===== config.mk =====
export PLATFORM = sky130hd
export DESIGN_NAME = player_link_rx_flat
export DESIGN_NICKNAME = d
export VERILOG_FILES = /design/src/rtl/player_link_pkg.sv /design/src/rtl/player_link_rx_if.sv /design/src/rtl/baud_tick_gen.sv /design/src/rtl/player_link_rx.sv /design/src/flat_wrapper.sv
export SDC_FILE = /design/constraint.sdc
export NUM_CORES = 1
export LEC_CHECK = 0
export CAP_MARGIN = 20
export CORE_MARGIN = 8
export CORE_UTILIZATION = 40
export DETAILED_ROUTE_END_ITERATION = 7
export HOLD_SLACK_MARGIN = 0.1
export SYNTH_ARGS = -nofsm -noshare
export SYNTH_HDL_FRONTEND = slang
export SYNTH_SLANG_ARGS = --single-unit

===== constraint.sdc =====
create_clock -name clk -period 1.8 [get_ports clk]
set_input_delay 0.18 -clock clk [delete_from_list [all_inputs] [get_ports clk]]
set_output_delay 0.18 -clock clk [all_outputs]
set_load 0.02 [all_outputs]

===== src/rtl/player_link_pkg.sv =====
// Shared definitions for the player-2 controller link (receiver and future transmitter).
package player_link_pkg;

    localparam logic [2:0] LINK_HEADER = 3'b101;

    localparam int unsigned NUM_BTNS   = 5;
    localparam int unsigned BTN_UP     = 0;
    localparam int unsigned BTN_DOWN   = 1;
    localparam int unsigned BTN_LEFT   = 2;
    localparam int unsigned BTN_RIGHT  = 3;
    localparam int unsigned BTN_ATTACK = 4;

    typedef enum logic [1:0] {
        IDLE  = 2'd0,
        START = 2'd1,
        DATA  = 2'd2,
        STOP  = 2'd3
    } rx_state_e;

    // One link byte as it appears on the wire after LSB-first reassembly.
    typedef struct packed {
        logic [2:0]          header;
        logic [NUM_BTNS-1:0] btns;
    } link_frame_t;

endpackage


===== src/rtl/player_link_rx_if.sv =====
// Serial input and decoded button levels of the player-2 link receiver.
interface player_link_rx_if;

    logic rx;
    logic up_btn;
    logic down_btn;
    logic left_btn;
    logic right_btn;
    logic attack_btn;
    logic link_up;
    logic frame_err;

    modport slave (
        input  rx,
        output up_btn, down_btn, left_btn, right_btn, attack_btn, link_up, frame_err
    );

    modport master (
        output rx,
        input  up_btn, down_btn, left_btn, right_btn, attack_btn, link_up, frame_err
    );

endinterface


===== src/rtl/baud_tick_gen.sv =====
// Free-running oversample tick: one-cycle pulse every CLK_FREQ/(BAUD*OVERSAMPLE) clocks.
module baud_tick_gen #(
    parameter int unsigned CLK_FREQ   = 100_000_000,
    parameter int unsigned BAUD       = 115200,
    parameter int unsigned OVERSAMPLE = 16
) (
    input  logic clk,
    input  logic reset,
    output logic tick
);

    localparam int unsigned TICK_DIV = CLK_FREQ / (BAUD * OVERSAMPLE);
    localparam int unsigned CNT_W    = (TICK_DIV > 1) ? $clog2(TICK_DIV) : 1;

    logic [CNT_W-1:0] cnt;

    // Divider counter; tick is asserted for the cycle after the terminal count.
    always_ff @(posedge clk or posedge reset) begin
        if (reset) begin
            cnt  <= '0;
            tick <= 1'b0;
        end else if (cnt == CNT_W'(TICK_DIV - 1)) begin
            cnt  <= '0;
            tick <= 1'b1;
        end else begin
            cnt  <= cnt + CNT_W'(1);
            tick <= 1'b0;
        end
    end

endmodule


===== src/rtl/player_link_rx.sv =====
// 8N1 receiver for the player-2 controller stream with header check and link watchdog.
module player_link_rx #(
    parameter int unsigned CLK_FREQ       = 100_000_000,
    parameter int unsigned BAUD           = 115200,
    parameter int unsigned OVERSAMPLE     = 16,
    parameter int unsigned TIMEOUT_CYCLES = 10_000_000
) (
    input  logic             clk,
    input  logic             reset,
    player_link_rx_if.slave  link
);

    import player_link_pkg::*;

    localparam int unsigned HALF = OVERSAMPLE / 2;
    localparam int unsigned OS_W = $clog2(OVERSAMPLE);
    localparam int unsigned WD_W = $clog2(TIMEOUT_CYCLES + 1);

    logic                rx_meta, rx_sync, rx_prev;
    logic                tick;
    rx_state_e           state_q, state_d;
    logic [OS_W-1:0]     os_cnt_q, os_cnt_d;
    logic [2:0]          bit_cnt_q, bit_cnt_d;
    logic [7:0]          shreg_q, shreg_d;
    link_frame_t         frame_c;
    logic                accept_c, reject_c, wd_expire_c;
    logic [NUM_BTNS-1:0] btns_q;
    logic                link_up_q, frame_err_q;
    logic [WD_W-1:0]     wd_cnt_q;

    baud_tick_gen #(
        .CLK_FREQ   (CLK_FREQ),
        .BAUD       (BAUD),
        .OVERSAMPLE (OVERSAMPLE)
    ) u_tick (
        .clk   (clk),
        .reset (reset),
        .tick  (tick)
    );

    assign frame_c     = link_frame_t'(shreg_q);
    assign wd_expire_c = (wd_cnt_q == WD_W'(TIMEOUT_CYCLES - 1));

    // Two-flop synchronizer plus delayed copy for start-edge detection; idles high.
    always_ff @(posedge clk or posedge reset) begin
        if (reset) begin
            rx_meta <= 1'b1;
            rx_sync <= 1'b1;
            rx_prev <= 1'b1;
        end else begin
            rx_meta <= link.rx;
            rx_sync <= rx_meta;
            rx_prev <= rx_sync;
        end
    end

    // Receiver state and datapath registers.
    always_ff @(posedge clk or posedge reset) begin
        if (reset) begin
            state_q   <= IDLE;
            os_cnt_q  <= '0;
            bit_cnt_q <= '0;
            shreg_q   <= '0;
        end else begin
            state_q   <= state_d;
            os_cnt_q  <= os_cnt_d;
            bit_cnt_q <= bit_cnt_d;
            shreg_q   <= shreg_d;
        end
    end

    // Next-state logic: mid-bit sampling driven by oversample ticks.
    always_comb begin
        state_d   = state_q;
        os_cnt_d  = os_cnt_q;
        bit_cnt_d = bit_cnt_q;
        shreg_d   = shreg_q;
        accept_c  = 1'b0;
        reject_c  = 1'b0;
        case (state_q)
            IDLE: begin
                if (rx_prev && !rx_sync) begin
                    state_d  = START;
                    os_cnt_d = '0;
                end
            end
            START: begin
                if (tick) begin
                    if (os_cnt_q == OS_W'(HALF - 1)) begin
                        os_cnt_d  = '0;
                        bit_cnt_d = '0;
                        // A start bit that is high again at mid-bit was only a glitch.
                        state_d   = rx_sync ? IDLE : DATA;
                    end else begin
                        os_cnt_d = os_cnt_q + OS_W'(1);
                    end
                end
            end
            DATA: begin
                if (tick) begin
                    if (os_cnt_q == OS_W'(OVERSAMPLE - 1)) begin
                        os_cnt_d  = '0;
                        shreg_d   = {rx_sync, shreg_q[7:1]};
                        bit_cnt_d = bit_cnt_q + 3'd1;
                        if (bit_cnt_q == 3'd7) begin
                            state_d = STOP;
                        end
                    end else begin
                        os_cnt_d = os_cnt_q + OS_W'(1);
                    end
                end
            end
            STOP: begin
                if (tick) begin
                    if (os_cnt_q == OS_W'(OVERSAMPLE - 1)) begin
                        os_cnt_d = '0;
                        state_d  = IDLE;
                        if (rx_sync && (frame_c.header == LINK_HEADER)) begin
                            accept_c = 1'b1;
                        end else begin
                            reject_c = 1'b1;
                        end
                    end else begin
                        os_cnt_d = os_cnt_q + OS_W'(1);
                    end
                end
            end
            default: state_d = IDLE;
        endcase
    end

    // Watchdog: cycles since last accepted frame, saturating at the timeout.
    always_ff @(posedge clk or posedge reset) begin
        if (reset) begin
            wd_cnt_q <= '0;
        end else if (accept_c) begin
            wd_cnt_q <= '0;
        end else if (wd_cnt_q != WD_W'(TIMEOUT_CYCLES)) begin
            wd_cnt_q <= wd_cnt_q + WD_W'(1);
        end
    end

    // Output registers; an accept on the expiry cycle takes priority.
    always_ff @(posedge clk or posedge reset) begin
        if (reset) begin
            btns_q      <= '0;
            link_up_q   <= 1'b0;
            frame_err_q <= 1'b0;
        end else begin
            frame_err_q <= reject_c;
            if (accept_c) begin
                btns_q    <= frame_c.btns;
                link_up_q <= 1'b1;
            end else if (wd_expire_c) begin
                btns_q    <= '0;
                link_up_q <= 1'b0;
            end
        end
    end

    assign link.up_btn     = btns_q[BTN_UP];
    assign link.down_btn   = btns_q[BTN_DOWN];
    assign link.left_btn   = btns_q[BTN_LEFT];
    assign link.right_btn  = btns_q[BTN_RIGHT];
    assign link.attack_btn = btns_q[BTN_ATTACK];
    assign link.link_up    = link_up_q;
    assign link.frame_err  = frame_err_q;

endmodule


===== src/flat_wrapper.sv =====
// flat-port wrapper written by rule: the top's interface ports become plain ports
module player_link_rx_flat import player_link_pkg::*;
#(
    parameter int unsigned CLK_FREQ       = 100_000_000,
    parameter int unsigned BAUD           = 115200,
    parameter int unsigned OVERSAMPLE     = 16,
    parameter int unsigned TIMEOUT_CYCLES = 10_000_000
)
  (clk, reset, link_rx, link_up_btn, link_down_btn, link_left_btn, link_right_btn, link_attack_btn, link_link_up, link_frame_err);
  player_link_rx_if link_i ();
  input  logic clk;
  input  logic reset;
  input wire logic [$bits(link_i.rx)-1:0] link_rx;
  output wire logic [$bits(link_i.up_btn)-1:0] link_up_btn;
  output wire logic [$bits(link_i.down_btn)-1:0] link_down_btn;
  output wire logic [$bits(link_i.left_btn)-1:0] link_left_btn;
  output wire logic [$bits(link_i.right_btn)-1:0] link_right_btn;
  output wire logic [$bits(link_i.attack_btn)-1:0] link_attack_btn;
  output wire logic [$bits(link_i.link_up)-1:0] link_link_up;
  output wire logic [$bits(link_i.frame_err)-1:0] link_frame_err;
  assign link_i.rx = link_rx;
  assign link_up_btn = link_i.up_btn;
  assign link_down_btn = link_i.down_btn;
  assign link_left_btn = link_i.left_btn;
  assign link_right_btn = link_i.right_btn;
  assign link_attack_btn = link_i.attack_btn;
  assign link_link_up = link_i.link_up;
  assign link_frame_err = link_i.frame_err;
  player_link_rx #(.CLK_FREQ(CLK_FREQ), .BAUD(BAUD), .OVERSAMPLE(OVERSAMPLE), .TIMEOUT_CYCLES(TIMEOUT_CYCLES)) u_core (.clk(clk), .reset(reset), .link(link_i));
endmodule

Yosys cells after proc, flatten, opt, wreduce, memory -nomap -nowiden

Cells that the tools add are included.

Memory bits (writable): 0
Latch bits: 0
Memories kept: 0
Bits in read-only memories: 0
Register bits: 58

Reduce and logical (&&, ||, !) cells: 12
Bitwise logic cells: 0
$add $sub $neg: 4
Multipliers: 0
Shift-type cells: 0
Mux-type cells: 37
Divide/modulo/power cells: 0
Magnitude comparators: 0
Equal/unequal tests: 19

Operator list:

| cell                                                                     | count |
|---|---|
| 24-bit two-way mux                                                       | 2 |
| 24-bit by 1-bit adder with 24-bit output (second input constant)         | 1 |
| 24-bit equality test (second input constant)                             | 1 |
| 24-bit inequality test (second input constant)                           | 1 |
| 4-bit two-way mux                                                        | 5 |
| 2-bit two-way mux                                                        | 9 |
| 3-bit two-way mux                                                        | 4 |
| 2-bit by 1-bit inequality test with 1-bit output (second input constant) | 6 |
| 4-bit one-hot mux with 3 select lines                                    | 1 |
| 1-bit two-way mux                                                        | 11 |
| 5-bit two-way mux                                                        | 2 |
| 2-bit one-hot mux with 4 select lines                                    | 1 |
| 8-bit AND reduction                                                      | 1 |
| 6-bit by 1-bit adder with 6-bit output (second input constant)           | 1 |
| 3-bit equality test (second input constant)                              | 2 |
| 6-bit equality test (second input constant)                              | 1 |
| 6-bit two-way mux                                                        | 1 |
| 2-bit inequality test (second input constant)                            | 3 |
| 3-bit one-hot mux with 2 select lines                                    | 1 |
| 3-bit AND reduction                                                      | 2 |
| 2-bit nonzero test                                                       | 3 |
| 5-bit AND reduction                                                      | 1 |
| 4-bit by 1-bit adder with 4-bit output (second input constant)           | 1 |
| 2-bit equality test (second input constant)                              | 2 |
| other kinds (8)                                                          | 9 |

Longest topological paths before layout

Gate-level depths: netlist of the first run.

Word-level depth: 7
Gate-level depth with buffers: 7
Mapped depth without buffers: 6

Modules after synthesis

From an unflattened synthesis of the first run, not the netlist that was laid out.

Cells, all modules: 269
Area total of the unflattened synthesis: 2758.9 µm²

Modules (own cells, without submodules):

| module         | area each (µm²) | times used | cells each |
|---|---|---|---|
| player_link_rx | 2444.8          | 1          | 241 |
| baud_tick_gen  | 314.1           | 1          | 28 |

Worst setup path after synthesis of the first run

No wires, ideal clock.

Kind: register to register
From: reg u_core.wd_cnt_q[1]
To: reg u_core.wd_cnt_q[17]
Library setup time: 0.077 ns
Cell stages (with the launch flop): 6
Clock period less this slack: 1.860 ns
Path buffers: 1
Path slack: -0.060 ns
Arrival time: 1.783 ns
Cells stage by stage: dfrtp_1 nand3_1 or4b_4 buf_6 or4_1 a21oi_1

Longest elaborated chain between the ends: 3
Elaborated cells between the ends (all ways): 5
Those cells by class: add/sub (1); eq/ne (1); mux (2); reduce/logical (1)

Ends and longest elaborated chain:

| what                                     | line                  | source |
|---|---|---|
| start: declaration                       | player_link_rx.sv:29  | `logic [WD_W-1:0] wd_cnt_q;` |
| start signal: assignment                 | player_link_rx.sv:139 | `wd_cnt_q <= wd_cnt_q + WD_W'(1);` |
| 24-bit by 1-bit adder with 24-bit output | player_link_rx.sv:139 |  |
| 24-bit two-way mux                       | player_link_rx.sv:138 | `end else if (wd_cnt_q != WD_W'(TIMEOUT_CYCLES)) begin` |
| 24-bit two-way mux                       | player_link_rx.sv:136 | `end else if (accept_c) begin` |

Several ways; a longest one is shown, not always the timed one. The select of a mux whose other input is x is not followed.
A chain may end at the register's enable or synchronous reset.

Worst setup path in the final report of the first run

From: reg u_core.wd_cnt_q[0]
To: reg u_core.wd_cnt_q[19]

The elaborated chain is that of the path after synthesis.

==> results of run 1 <==
-- metrics by stage --
stage          total power [mW]  utilization  cells  instance area [um^2]  worst slack (ns)
2_1_floorplan              1.38            -    297                  2820           -0.0481
3_3_place_gp               1.41        0.480    423                  3260          -0.00297
3_5_place_dp               1.42        0.480    423                  3260           -0.0499
4_1_cts                    2.94        0.519    439                  3520           0.00133
5_1_grt                    3.00        0.526    439                  3580           -0.0821
6_report                   2.89        0.526    439                  3580         -0.000464
-- flip-flops by register name (all words and copies together), names as in the netlist, named ones only --
signal                 count
u_core.link.frame_err      1
u_core.u_tick.tick         1
u_core.frame_c             8
u_core.u_tick.cnt          6
u_core.btns_q              5
u_core.rx_sync             1
u_core.rx_meta             1
u_core.bit_cnt_q           3
u_core.state_q             1
u_core.os_cnt_q            4
u_core.wd_cnt_q           24
u_core.rx_prev             1
u_core.link.link_up        1
-- worst register-to-register path, stage by stage (launching register included) --
cell and delay [ns]:
sky130_fd_sc_hd__dfrtp_1 0.37, sky130_fd_sc_hd__nand3_2 0.10, sky130_fd_sc_hd__or4b_4 0.59, sky130_fd_sc_hd__or4_1 0.52, sky130_fd_sc_hd__a21oi_1 0.15
-- cell usage after synthesis (all sizes together) (2+ instances only) --
cell | instances | area, um^2
dfrtp | 55 | 1380
nand2 | 47 | 179
nor2 | 23 | 86.3
o21ai | 20 | 100
a21oi | 19 | 95.1
nand3 | 16 | 80.1
inv | 11 | 41.3
nand4 | 10 | 62.6
xor2 | 9 | 78.8
clkbuf | 8 | 30.0
and3 | 7 | 43.8
ha | 7 | 87.6
o31ai | 7 | 52.6
or4 | 7 | 52.6
and4 | 6 | 53.8
nor3 | 6 | 30.0
xnor2 | 6 | 52.6
a31oi | 3 | 18.8
buf | 3 | 26.3
dfstp | 3 | 78.8
nor4 | 3 | 18.8
or3 | 3 | 18.8
and2 | 2 | 12.5
nor4b | 2 | 17.5
o22ai | 2 | 12.5
-- worst paths after layout --
path,end,slack [ns],depth (start not counted)
worst max-delay path,u_core.wd_cnt_q[19],-0.0005,4
worst min-delay path,u_core.wd_cnt_q[0],0.12,2
worst max register to register,u_core.wd_cnt_q[19],-0.0005,4
worst min register to register,u_core.rx_sync,0.36,0
max in group asynchronous,u_core.u_tick.cnt[4],1.09,4
min in group clk,u_core.rx_meta,0.24,1
-- layout make-up --
cell class | count | area [um^2]
Clock inverter | 7 | 124
Tap cell | 96 | 120
Inverter | 11 | 41.3
Sequential cell | 58 | 1460
Fill cell | 605 | 3220
Multi-Input combinational cell | 217 | 1330
Clock buffer | 9 | 124
Timing Repair Buffer | 41 | 380
-- layout by cell type (no fill, tap or decap), types with 2 or more instances in the layout --
cell,count
sky130_fd_sc_hd__xor2_1,9
sky130_fd_sc_hd__dfrtp_1,55
sky130_fd_sc_hd__nand2_1,46
sky130_fd_sc_hd__and2_1,2
sky130_fd_sc_hd__inv_1,10
sky130_fd_sc_hd__a21oi_1,16
sky130_fd_sc_hd__clkdlybuf4s50_1,9
sky130_fd_sc_hd__buf_4,28
sky130_fd_sc_hd__and3_1,7
sky130_fd_sc_hd__bufinv_16,3
sky130_fd_sc_hd__nor3_1,6
sky130_fd_sc_hd__inv_6,2
sky130_fd_sc_hd__nand3_1,14
sky130_fd_sc_hd__buf_12,4
sky130_fd_sc_hd__or3_1,3
sky130_fd_sc_hd__clkbuf_8,9
sky130_fd_sc_hd__nor4_2,3
sky130_fd_sc_hd__dfstp_2,3
sky130_fd_sc_hd__nor4b_1,2
sky130_fd_sc_hd__xnor2_1,6
sky130_fd_sc_hd__or4_1,5
sky130_fd_sc_hd__and4_1,5
sky130_fd_sc_hd__a21oi_2,3
sky130_fd_sc_hd__nand4_1,10
sky130_fd_sc_hd__nor2_1,23
sky130_fd_sc_hd__o31ai_1,7
sky130_fd_sc_hd__or4_4,2
sky130_fd_sc_hd__ha_1,7
sky130_fd_sc_hd__a31oi_1,3
sky130_fd_sc_hd__o21ai_0,20
sky130_fd_sc_hd__o22ai_1,2
-- repair_timing --
action / in CTS / in global routing
pin swaps: 2 / 1
gates resized for setup: 2 / 11
endpoints found under the setup margin: 10 / 17
-- cells by family after synthesis --
group,count (synthesis)
XOR/XNOR,15
AND/OR/NAND/NOR,141
AO/OA/AOI/OAI,53
multiplexers,1
flip-flops,58
buffers and inverters,22
adder cells (fa/ha/maj),7
-- power by group --
part / internal [mW] / switching [mW]
Combinational: 0.0275 / 0.0432
Sequential: 1.31 / 0.00548
Clock: 0.931 / 0.571
Total: 2.27 / 0.619
-- metal layers --
| layer | track usage | routed length (um) |
|---|---|---|
| met5 | 0 | 0 |
| met1 | 0.152 | 2720 |
| met3 | 0.0484 | 177 |
| met4 | 0.0512 | 89 |
| met2 | 0.208 | 2760 |
==> results.toml, run 1 <==
[worst_setup_path]
critical_path.top_delay_family = "simple AND/OR/NAND/NOR gates"
crit_path_start_kind = "flop"
timing.critical_path.from = "u_core.wd_cnt_q[0]"
critical_path_required_ns = 2.06
cp-end-kind = "flop"
worstReg2RegStart = "u_core.wd_cnt_q[0]"
path_class = "reg -> reg"
worstPathArrival_ns = 2.06
worstPathCellList = "nand3_2, or4b_4, or4_1, a21oi_1"
slowest_delay_ns = 0.59
critPathSlowestCell = "sky130_fd_sc_hd__or4b_4"
maximum_net_fanout_on_the_critical_path = 9
timing.critical_path.buf_inv = 0

[sta]
setup_viol = 1
rsz_0062_raised_after_global_routing = "true"
period_needed_ns = 1.80
finalHoldViolCount = 0
post_route_worst_setup_slack_ns = -0.000464
hold_slack_ns = 0.120
max_freq_ghz = 0.555
max_slew.worst_pin.slew_ns = 0.347
skew_ns = 0.00790
slew_headroom = 0.766
final-max-slew-violation-count = 0
layout_worst_path_cycle_share = 1.00
tns_ns = -0.000464

[floorplan]
io_pins = 10
floorplan.initialDensity = 0.414
fp.coreArea_mm2 = 0.00679
die_area_mm2 = 0.00996
fp.dieH_um = 99.8
row_count = 30
die_width_um = 99.8

[logic_synthesis]
count_of_mapped_cells_out_of_synthesis = 297
synth.cell_area_mm2 = 0.00281
ys_seq_area_frac = 0.518
syn_area_per_cell_um2 = 9.46
yosysUniqueCellTypes = 40
yosys-mux-area-fraction = 0.00356
synth-adder-area-share = 0.0312
postSynthNetCount = 307
async_flop_share = 1.00
yosys.area_share.simple = 0.261
synth_top_family_by_area = "simple AND/OR/NAND/NOR gates"
ys_ff_latch = 58
synth_ff_type = "sky130_fd_sc_hd__dfrtp_1"
synth-xor-area-share = 0.0467
ys.warnings.count = 0
synth-compound-area-share = 0.105
number_of_synthesized_flops_with_an_enable_pin = 0

[route]
wl_per_cell_um = 13.1
drt_wirelength_mm = 5.75
detail-route-antenna-nets = 0
drt_first_pass_iters = 5
route.detailed.vias_per_inst = 5.19
vias = 2277
first_iter_violations = 95
route.detailed.drc = 0

[clock_tree]
clkLatencyLatePin_ns = 0.34
cts_hold_buf = 0
cts-htree-levels = 3
post_cts.repair.setup_buffers = 0
cts_tree = "done"
cts-buffers-inserted = 9
cts_root_buffer = "sky130_fd_sc_hd__clkbuf_8"
worst_setup_hold_path_clk_slew_ns = 0.07
clkSinkCount = 58
cts_buffer_depth = 2

[run_status]
failed_checks = "setup timing"
outcome = "finished with violations"

[power_and_ir_drop]
pwr_density_mw_per_mm2 = 808
p_leak_nw = 1.57
ir_worst_vdd_uv = 507

[layout]
drive_gt1_frac = 0.195
area.growth.synth_to_final_pct = 27.2
layout.nets = 348
diodes = 0

[global_route]
track_usage = 0.129
grt_max_degree = 29
wire_length_of_the_first_global_routing_pass_mm = 10.3
grt_remaining_overflow = 0
grt_pass1_vias = 2326
grt_antenna_before_repair = 0

[place]
place.detailed.hpwl_mm = 4.02
final_gp_congestion = 0.736
buffer_ports.inserted = 9

[run]
drv.max_cap_violation_count = 0

[worst_hold_path]
hold_path_class = "in -> async"
Power figures use the tool's default switching activity.
==> run 2: changes to the inputs <==
--- a/config.mk
+++ b/config.mk
@@ -5,10 +5,10 @@
 export SDC_FILE = /design/constraint.sdc
 export NUM_CORES = 1
 export LEC_CHECK = 0
-export CAP_MARGIN = 20
 export CORE_MARGIN = 8
 export CORE_UTILIZATION = 40
 export DETAILED_ROUTE_END_ITERATION = 7
+export GPL_TIMING_DRIVEN = 1
 export HOLD_SLACK_MARGIN = 0.1
 export SYNTH_ARGS = -nofsm -noshare
 export SYNTH_HDL_FRONTEND = slang
==> results of run 2 <==
The final DEF is identical to that of run 1; final timing and power are the same.
==> run 3: changes to the inputs <==
--- a/config.mk
+++ b/config.mk
@@ -7,6 +7,7 @@
 export LEC_CHECK = 0
 export CORE_MARGIN = 8
 export CORE_UTILIZATION = 40
+export CTS_CLUSTER_DIAMETER = 50
 export DETAILED_ROUTE_END_ITERATION = 7
 export GPL_TIMING_DRIVEN = 1
 export HOLD_SLACK_MARGIN = 0.1
==> results of run 3 <==
The final DEF is identical to that of run 1; final timing and power are the same.
